**config.mk**
```make
export PLATFORM = sky130hd
export DESIGN_NAME = rename_recovery_ctrl
export DESIGN_NICKNAME = d
export VERILOG_FILES = /design/src/rtl/rename_recovery_ctrl.sv
export SDC_FILE = /design/constraint.sdc
export NUM_CORES = 1
export LEC_CHECK = 0
export ABC_AREA = 1
export BUFFER_PORTS_ARGS = -buffer_cell sky130_fd_sc_hd__buf_4
export CAP_MARGIN = 0
export CELL_PAD_IN_SITES_DETAIL_PLACEMENT = 2
export CELL_PAD_IN_SITES_GLOBAL_PLACEMENT = 2
export CORE_MARGIN = 1
export CORE_UTILIZATION = 33
export CTS_BUF_LIST = sky130_fd_sc_hd__clkbuf_4
export DETAILED_ROUTE_END_ITERATION = 10
export PLACE_DENSITY = 0.95
export RECOVER_POWER = 25
export SYNTH_ARGS = -nofsm -noshare
export SYNTH_HDL_FRONTEND = slang
export SYNTH_SLANG_ARGS = --single-unit
```
**constraint.sdc**
```tcl
create_clock -name clk_i -period 2.6 [get_ports clk_i]
set_input_delay 0.78 -clock clk_i [delete_from_list [all_inputs] [get_ports clk_i]]
set_output_delay 0.78 -clock clk_i [all_outputs]
set_load 0.005 [all_outputs]
```
**src/rtl/rename_recovery_ctrl.sv**
```systemverilog
// Branch-mispredict recovery sequencer for the rename stage.
// Runs IDLE -> FLUSH -> DRAIN -> REDIRECT and gates decode traffic while it recovers.
module rename_recovery_ctrl #(
  parameter int WORD_SIZE_P   = 16,
  parameter int FLUSH_CYCLES  = 2,
  parameter int DRAIN_TIMEOUT = 64,
  parameter int CNT_WIDTH     = 16
) (
  input  logic                   clk_i,
  input  logic                   reset_i,
  input  logic                   commit_v_i,
  input  logic                   mispredict_i,
  input  logic [WORD_SIZE_P-1:0] resolved_pc_i,
  input  logic                   decoded_v_i,
  input  logic                   rename_ready_i,
  output logic                   decoded_v_o,
  output logic                   decode_ready_o,
  input  logic                   pipe_idle_i,
  output logic                   flush_o,
  output logic                   redirect_v_o,
  output logic [WORD_SIZE_P-1:0] redirect_pc_o,
  input  logic                   redirect_ready_i,
  output logic                   recovering_o,
  output logic [CNT_WIDTH-1:0]   mispredict_cnt_o,
  output logic                   drain_timeout_o
);

  localparam int FW = (FLUSH_CYCLES > 1) ? $clog2(FLUSH_CYCLES) : 1;
  localparam int DW = $clog2(DRAIN_TIMEOUT);

  typedef enum logic [1:0] {IDLE, FLUSH, DRAIN, REDIRECT} state_t;

  state_t                 state_reg, state_next;
  logic [FW-1:0]          flush_cnt_reg, flush_cnt_next;
  logic [DW-1:0]          drain_cnt_reg, drain_cnt_next;
  logic [WORD_SIZE_P-1:0] pc_reg, pc_next;
  logic [CNT_WIDTH-1:0]   cnt_reg, cnt_next;
  logic                   timeout_reg, timeout_next;
  logic                   trig;
  logic                   idle;

  assign trig = commit_v_i & mispredict_i;
  assign idle = (state_reg == IDLE);

  // Gating must bite in the trigger cycle itself, before the state changes.
  assign decoded_v_o    = decoded_v_i & idle & ~trig;
  assign decode_ready_o = rename_ready_i & idle & ~trig;

  assign flush_o          = (state_reg == FLUSH);
  assign redirect_v_o     = (state_reg == REDIRECT);
  assign recovering_o     = ~idle;
  assign redirect_pc_o    = pc_reg;
  assign mispredict_cnt_o = cnt_reg;
  assign drain_timeout_o  = timeout_reg;

  always_comb begin
    state_next     = state_reg;
    flush_cnt_next = flush_cnt_reg;
    drain_cnt_next = drain_cnt_reg;
    pc_next        = pc_reg;
    cnt_next       = cnt_reg;
    timeout_next   = timeout_reg;
    case (state_reg)
      IDLE: begin
        if (trig) begin
          pc_next        = resolved_pc_i;
          if (cnt_reg != {CNT_WIDTH{1'b1}}) cnt_next = cnt_reg + 1'b1;
          flush_cnt_next = FW'(FLUSH_CYCLES - 1);
          state_next     = FLUSH;
        end
      end
      FLUSH: begin
        if (flush_cnt_reg == '0) begin
          drain_cnt_next = '0;
          state_next     = DRAIN;
        end else begin
          flush_cnt_next = flush_cnt_reg - 1'b1;
        end
      end
      DRAIN: begin
        if (pipe_idle_i) begin
          state_next = REDIRECT;
        end else if (drain_cnt_reg == DW'(DRAIN_TIMEOUT - 1)) begin
          timeout_next = 1'b1;
          state_next   = REDIRECT;
        end else begin
          drain_cnt_next = drain_cnt_reg + 1'b1;
        end
      end
      REDIRECT: begin
        if (redirect_ready_i) state_next = IDLE;
      end
      default: state_next = IDLE;
    endcase
  end

  always_ff @(posedge clk_i or negedge reset_i) begin
    if (!reset_i) begin
      state_reg     <= IDLE;
      flush_cnt_reg <= '0;
      drain_cnt_reg <= '0;
      pc_reg        <= '0;
      cnt_reg       <= '0;
      timeout_reg   <= 1'b0;
    end else begin
      state_reg     <= state_next;
      flush_cnt_reg <= flush_cnt_next;
      drain_cnt_reg <= drain_cnt_next;
      pc_reg        <= pc_next;
      cnt_reg       <= cnt_next;
      timeout_reg   <= timeout_next;
    end
  end

endmodule

```
Word level (Yosys, flattened, before mapping)
Index checks and enable logic that the tools add are counted.
- logic and storage cells: 50
- input port bits: 24
- bits in registers: 42
- reduce and logical (&&, ||, !) cells: 9
- mux-type cells: 13
- add/sub/neg operators: 3
- bitwise gates (word level): 8
- equality and inequality tests: 11
- operators with widths (kind ; number):
    6-bit 2-to-1 mux ; 3
    16-bit by 1-bit adder with 16-bit output, second input constant ; 1
    16-bit != test, second input constant ; 1
    6-bit one-hot mux with 2 select lines ; 1
    2-bit 2-to-1 mux ; 5
    2-bit != test, second input constant ; 4
    2-bit one-hot mux with 4 select lines ; 1
    4-bit AND reduction ; 2
    6-bit by 1-bit adder with 6-bit output, second input constant ; 1
    6-bit == test, second input constant ; 1
    3-bit AND reduction ; 2
    1-bit bitwise AND ; 5
    2-bit == test, second input constant ; 2
    2-bit AND reduction ; 2
    2-bit nonzero test ; 2
    3-bit != test, second input constant ; 1
    1-bit NOT ; 3
    2-bit by 1-bit == test with 1-bit output, second input constant ; 1
    2-bit zero test ; 1
    1-bit 2-to-1 mux ; 2
    2-bit by 1-bit != test with 1-bit output, second input constant ; 1
    1-bit one-hot mux with 2 select lines ; 1
    1-bit subtractor, second input constant ; 1

Longest topological paths before layout
Gate-level depths: netlist of the first run.
- depth after elaboration: 4
- gate-level depth with buffers: 11
- mapped depth without buffers: 10

Worst setup path before layout of the first run
OpenSTA, ideal clock, no wires.
- kind: input port to output port
- from: input commit_v_i
- to: output decode_ready_o
- stages: 3
- data arrival time: 1.067 ns
- slack: 0.753 ns
- data required time: 1.820 ns
- buffers on the path: 0
- path through: nand2_1 -> inv_1 -> nor2_1
- word-level cells in the longest chain between the ends: 3
- ends and longest elaborated chain (what ; RTL line ; RTL):
    start, declared ; 11 ; input logic commit_v_i,
    1-bit bitwise AND ; 42 ; assign trig = commit_v_i & mispredict_i;
    1-bit NOT ; 47 ; assign decode_ready_o = rename_ready_i & idle & ~trig;
    1-bit bitwise AND ; 47 ;
    end, declared ; 17 ; output logic decode_ready_o,
No other way between the ends.

Final worst setup path of the first run
- from: register state_reg[0]
- to: output decoded_v_o
- word-level cells in the longest chain between the ends: 3
- ends and longest elaborated chain (what ; RTL line ; RTL):
    start, declared ; 33 ; state_t state_reg, state_next;
    start signal, assigned ; 106 ; state_reg <= state_next;
    2-bit zero test ; 43 ; assign idle = (state_reg == IDLE);
    1-bit bitwise AND (2 in series) ; 46 ; assign decoded_v_o = decoded_v_i & idle & ~trig;
    end, declared ; 16 ; output logic decoded_v_o,
No other way between the ends.

==> results of run 1 <==
## kinds of logic after synthesis
| group | Yosys count |
|---|---|
| buf+inv | 35 |
| fa+ha+maj | 7 |
| compound gates | 27 |
| simple gates | 172 |
| flops | 42 |
| xor+xnor | 7 |
## routing by layer
metal	global-route usage	vias up	part of all wire
li1	-	1032	-
met3	0.0393	6	0.021
met1	0.229	1073	0.40
met5	0	-	0
met2	0.426	32	0.56
met4	0.0570	0	0.014
## through the flow
stage	instances	area (µm²)
after floorplan	290	2260
after global placement	423	2780
after detailed placement	423	2780
after CTS	431	2830
after global routing	431	2830
final	431	2830
## worst max-delay path: stages (launching register included)
cell and delay, ps:
sky130_fd_sc_hd__dfrtp_1 440, sky130_fd_sc_hd__inv_1 130, sky130_fd_sc_hd__ha_1 280, sky130_fd_sc_hd__nand2_1 90
sky130_fd_sc_hd__nor2_1 140, sky130_fd_sc_hd__buf_4 130
## cell type report
cell class,count,area [µm²],share of cell area
clock inverters,2,8.76,0.00310
inverters,29,111,0.0394
multi-input cells,213,1050,0.372
flip-flops and latches,42,1050,0.372
well taps,77,96.3,0.0341
repair buffers,62,463,0.164
clock buffers,6,45.0,0.0159
## cells in the mapped netlist
cell	number	area, µm²
sky130_fd_sc_hd__o21ai_1	6	30.0
sky130_fd_sc_hd__nand3_1	14	70.1
sky130_fd_sc_hd__ha_1	7	87.6
sky130_fd_sc_hd__o21ai_2	6	52.6
sky130_fd_sc_hd__buf_2	2	10.0
sky130_fd_sc_hd__xor2_1	3	26.3
sky130_fd_sc_hd__nand4_1	5	31.3
sky130_fd_sc_hd__xnor2_1	4	35.0
sky130_fd_sc_hd__dfrtp_1	42	1050
sky130_fd_sc_hd__buf_4	1	7.51
sky130_fd_sc_hd__buf_6	2	22.5
sky130_fd_sc_hd__clkbuf_1	1	3.75
sky130_fd_sc_hd__nand2_2	3	18.8
sky130_fd_sc_hd__a31o_2	2	17.5
sky130_fd_sc_hd__nor2_1	18	67.6
sky130_fd_sc_hd__inv_4	1	6.26
sky130_fd_sc_hd__inv_1	24	90.1
sky130_fd_sc_hd__nor2_4	3	33.8
sky130_fd_sc_hd__nand3_2	1	10.0
sky130_fd_sc_hd__nand2_1	121	454
sky130_fd_sc_hd__a22oi_1	1	7.51
sky130_fd_sc_hd__nor2_2	5	31.3
sky130_fd_sc_hd__nand3b_1	1	7.51
sky130_fd_sc_hd__o21ai_0	12	60.1
sky130_fd_sc_hd__inv_2	4	15.0
sky130_fd_sc_hd__nand2_4	1	11.3
## power by group
part / total (W) / internal (W) / leakage, nW / switching, W
sequential: 0.00105 / 0.000856 / 0.549 / 0.000196
clock: 0.000333 / 0.000112 / 0.0331 / 0.000220
combinational: 0.00103 / 0.000469 / 0.870 / 0.000559
total: 0.00241 / 0.00144 / 1.45 / 0.000974
## worst max path at each step
stage / to / cells after the start
2_1_floorplan: decode_ready_o / 3
3_3_place_gp: decode_ready_o / 5
3_5_place_dp: decoded_v_o / 5
4_1_cts: decoded_v_o / 5
5_1_grt: decoded_v_o / 5
6_report: decoded_v_o / 5
==> results.cfg, run 1 <==
[clock_tree]
root_buffer = sky130_fd_sc_hd__clkbuf_4
clock_tree.htree_level_count = 2
cts_sinks = 42
holdBufCountCts = 0
cts-buffers-inserted = 5
insertion_delay_ps = 360
cts.clk_slew.worst_paths_ps = 120
post_cts_resize_count = 0
clock_path_buffers = 2
postCtsSetupBuffers = 0
tritoncts = built

[final_layout]
antenna_cells_inserted = 0
final_core_util = 0.435
layout.nets = 384
layout-drive-gt1-share = 0.268
fillers = 772
mostFrequentLayoutCell = sky130_fd_sc_hd__nand2_1
area_added_between_synthesis_and_finish_pct = 25.2
layout.cells.most_common_list = 121 x sky130_fd_sc_hd__nand2_1, 61 x sky130_fd_sc_hd__buf_4, 42 x sky130_fd_sc_hd__dfrtp_1

[die]
die_y_um = 84.7
core_um2 = 6490
die_area_um2 = 7180
top_level_ports = 62
floorplan.die.width_um = 84.7
floorplan.initialDensity = 0.348
floorplan.rows = 29

[sta]
fin_worst_skew_ps = 8.32
max_freq_ghz = 0.425
finalSetupTns_ps = 0
final_hold_viol_count = 0
clock_period_minus_final_worst_setup_slack_ps = 2350
count_of_final_max_slew_check_failures = 0
timing.hold.ws_ps = 487
setup_repair_after_global_routing_missed_its_margin = false
final_min_period_over_clock_period = 0.905
layout_setup_ws_ps = 248
timing.final.setup_violations = 0
worst_slew_margin_rel = 0.274
transition_at_the_pin_with_the_smallest_max_transition_slack_ps = 1090

[routing]
drtIter0Drc = 58
detail_route.wl_per_cell_um = 16.5
antenna_violating_nets_post_route = 0
detail_route.drc_violations = 0
viasPerCell = 4.97
postRouteWirelength_mm = 7.12
routed-via-count = 2143
drt-pass1-iter-count = 6

[placed_design]
detailedPlacementHpwl_mm = 5.41
port_buffers = 61
gp_congestion = 0.746
pre_cts_slack_ps = 427

[hold_path]
min_path_type = flop to flop
instance_count_along_the_most_critical_hold_path = 1
hold_path_end = drain_timeout_o$_DFFE_PN0P_
min_from = drain_timeout_o$_DFFE_PN0P_

[critical_path]
ff2ff_path_depth = 9
cp-end-kind = primary output
timing.critical_path.required_ps = 1820
critical_setup_path_class = flop to primary output
max_fanout_on_critical_path = 4
worst_setup_path_startpoint = state_reg[0]$_DFFE_PN0P_
cp_data_arrival_time_ps = 1570
crit_path_start_kind = flop
r2r_start = state_reg[0]$_DFFE_PN0P_
regToRegSetupSlack_ps = 610
worstReg2RegEnd = drain_cnt_reg[5]$_DFFE_PN0P_

[synth]
combinational_family_with_the_most_area_after_synthesis = simple AND/OR/NAND/NOR gates
post_synth_mux_area_share = 0
synth_area_per_cell_um2 = 7.79
synth_compound_area_frac = 0.0742
synthSimpleGateAreaFrac = 0.326
synth_cells = 290
synth-warning-count = 0
postSynthNetCount = 321
synth.yosys.seq_area_share = 0.465
ys_seq_elements = 42
post_synth_fa_ha_maj_area_fraction = 0.0388
syn-cell-area_um2 = 2260
yosysUniqueCellTypes = 26
synth-xor-area-share = 0.0271

[global_route]
grtUsageTotal = 0.214
number_of_global_route_vias_before_repair = 2360
antenna_found_initial = 0
grt_overflow_total = 0
maximum_number_of_pins_on_one_net_before_global_route_repair = 43
grt_first_pass_wirelength_mm = 11.8

[power]
power.total_w = 0.00241
leakagePower_nw = 1.45
power.ir.vdd_worst_mv = 0.310
power-per-cell-area_nw_per_um2 = 853

[job]
maxCapViolations = 0

[status]
run_status = completed
Note: power is estimated with default switching activity, not from simulation.
==> run 2, diff against run 1 <==
==> constraint.sdc (replaced) <==
create_clock -name clk_i -period 2.6 [get_ports clk_i]
set_input_delay 0.78 -clock clk_i [delete_from_list [all_inputs] [get_ports clk_i]]
set_output_delay 0.78 -clock clk_i [all_outputs]
set_load 0.1 [all_outputs]
==> results.cfg, run 2 (synthesis results as in run 1) <==
[routing]
drtIter0Drc = 58
postRouteWirelength_mm = 7.53
drt-pass1-iter-count = 9
detail_route.drc_violations = 2
antenna_violating_nets_post_route = 0
routed-via-count = 2157
detail_route.wl_per_cell_um = 17.5
viasPerCell = 5.00

[clock_tree]
holdBufCountCts = 0
insertion_delay_ps = 340
root_buffer = sky130_fd_sc_hd__clkbuf_4
cts_sinks = 42
clock_path_buffers = 2
tritoncts = built
cts-buffers-inserted = 5
clock_tree.htree_level_count = 2
cts.clk_slew.worst_paths_ps = 140

[final_layout]
layout.nets = 384
layout.cells.most_common_list = 121 x sky130_fd_sc_hd__nand2_1, 60 x sky130_fd_sc_hd__buf_4, 42 x sky130_fd_sc_hd__dfrtp_1
antenna_cells_inserted = 0
final_core_util = 0.443
mostFrequentLayoutCell = sky130_fd_sc_hd__nand2_1
layout-drive-gt1-share = 0.268
area_added_between_synthesis_and_finish_pct = 27.5
fillers = 764

[sta]
final_hold_viol_count = 0
worst_slew_margin_rel = 0.263
max_freq_ghz = 0.408
layout_setup_ws_ps = 150
clock_period_minus_final_worst_setup_slack_ps = 2450
final_min_period_over_clock_period = 0.942
count_of_final_max_slew_check_failures = 0
timing.final.setup_violations = 0
fin_worst_skew_ps = 7.79
setup_repair_after_global_routing_missed_its_margin = false
transition_at_the_pin_with_the_smallest_max_transition_slack_ps = 1100

[critical_path]
worst_path_largest_cell_delay_ps = 440
critical_setup_path_class = flop to primary output
max_fanout_on_critical_path = 4
cp-end-kind = primary output
regToRegSetupSlack_ps = 670
critical-path-slowest-cell = sky130_fd_sc_hd__dfrtp_1
timing.critical_path.required_ps = 1820
crit_path_start_kind = flop
critical_path.cell_chain = inv_1 -> ha_1 -> nand2_1 -> nor2_1 -> buf_6
cp_data_arrival_time_ps = 1670

[global_route]
maximum_number_of_pins_on_one_net_before_global_route_repair = 43
grtUsageTotal = 0.222
met2_routing_resource_usage_after_global_routing = 0.436
grt_util_met3 = 0.0285
number_of_global_route_vias_before_repair = 2434
grt_first_pass_wirelength_mm = 12.2
grt_overflow_total = 0
antenna_found_initial = 0
grt_util_met1 = 0.249
grt_busiest_layer = met2

[die]
core_um2 = 6490
die_area_um2 = 7180
floorplan.initialDensity = 0.348
floorplan.rows = 29
floorplan.die.width_um = 84.7
top_level_ports = 62
die_y_um = 84.7

[hold_path]
min_path_type = flop to flop

[status]
run_status = finished with violations
failed_checks = design-rule violations

[power]
leakagePower_nw = 1.47
power-per-cell-area_nw_per_um2 = 1420
power.total_w = 0.00409
power.ir.vdd_worst_mv = 0.674

[placed_design]
port_buffers = 61
gp_congestion = 0.722
pre_cts_slack_ps = 314
detailedPlacementHpwl_mm = 5.58

[job]
maxCapViolations = 0
-- run 2: stage by stage --
step | std cells | TNS, ps | cell area [µm²] | hold slack [ps]
CTS | 431 | 0 | 2880 | 417
detailed placement | 423 | 0 | 2780 | 463
finish | 431 | 0 | 2880 | 492
floorplan | 290 | -806 | 2260 | 484
global route | 431 | 0 | 2880 | 515
global placement | 423 | 0 | 2780 | 452
-- run 2: cell type report --
type,count,area [µm²],share of cell area
flip-flops and latches,42,1050,0.365
clock buffers,5,37.5,0.0130
well taps,77,96.3,0.0335
clock inverters,3,63.8,0.0222
repair buffers,62,467,0.162
multi-input cells,213,1050,0.365
inverters,29,111,0.0387
-- run 2: critical path, delay by kind of cell, from the launching register on --
family | cells | cell delay, ps
adders and majority gates | 1 | 260
DFF | 1 | 440
buffers and inverters | 2 | 370
and+or+nand+nor | 2 | 250
-- run 2: metal layers --
metal,part of all wire,vias up
li1,-,1028
met1,0.40,1086
met2,0.57,37
met3,0.019,6
met4,0.011,0
met5,0,-
-- run 2: worst paths after layout --
check	depth (start not counted)	to	startpoint
setup / recovery	5	decoded_v_o	state_reg[1]$_DFFE_PN0P_
max in group asynchronous	1	state_reg[0]$_DFFE_PN0P_	reset_i
hold / removal	2	redirect_pc_o[2]$_DFFE_PN0P_	redirect_pc_o[2]$_DFFE_PN0P_
hold reg to reg	2	redirect_pc_o[2]$_DFFE_PN0P_	redirect_pc_o[2]$_DFFE_PN0P_
setup reg to reg	9	drain_cnt_reg[5]$_DFFE_PN0P_	state_reg[0]$_DFFE_PN0P_
min in group asynchronous	1	drain_timeout_o$_DFFE_PN0P_	reset_i
-- run 2: timing repair --
action,in CTS,in global routing
setup endpoints to repair,0,1
setup buffers,0,0
gates resized for setup,0,1
-- run 2: where the power goes --
part / total (W) / switching, W / internal, W
clock: 0.000523 / 0.000227 / 0.000297
combinational: 0.00252 / 0.00203 / 0.000492
sequential: 0.00105 / 0.000192 / 0.000855
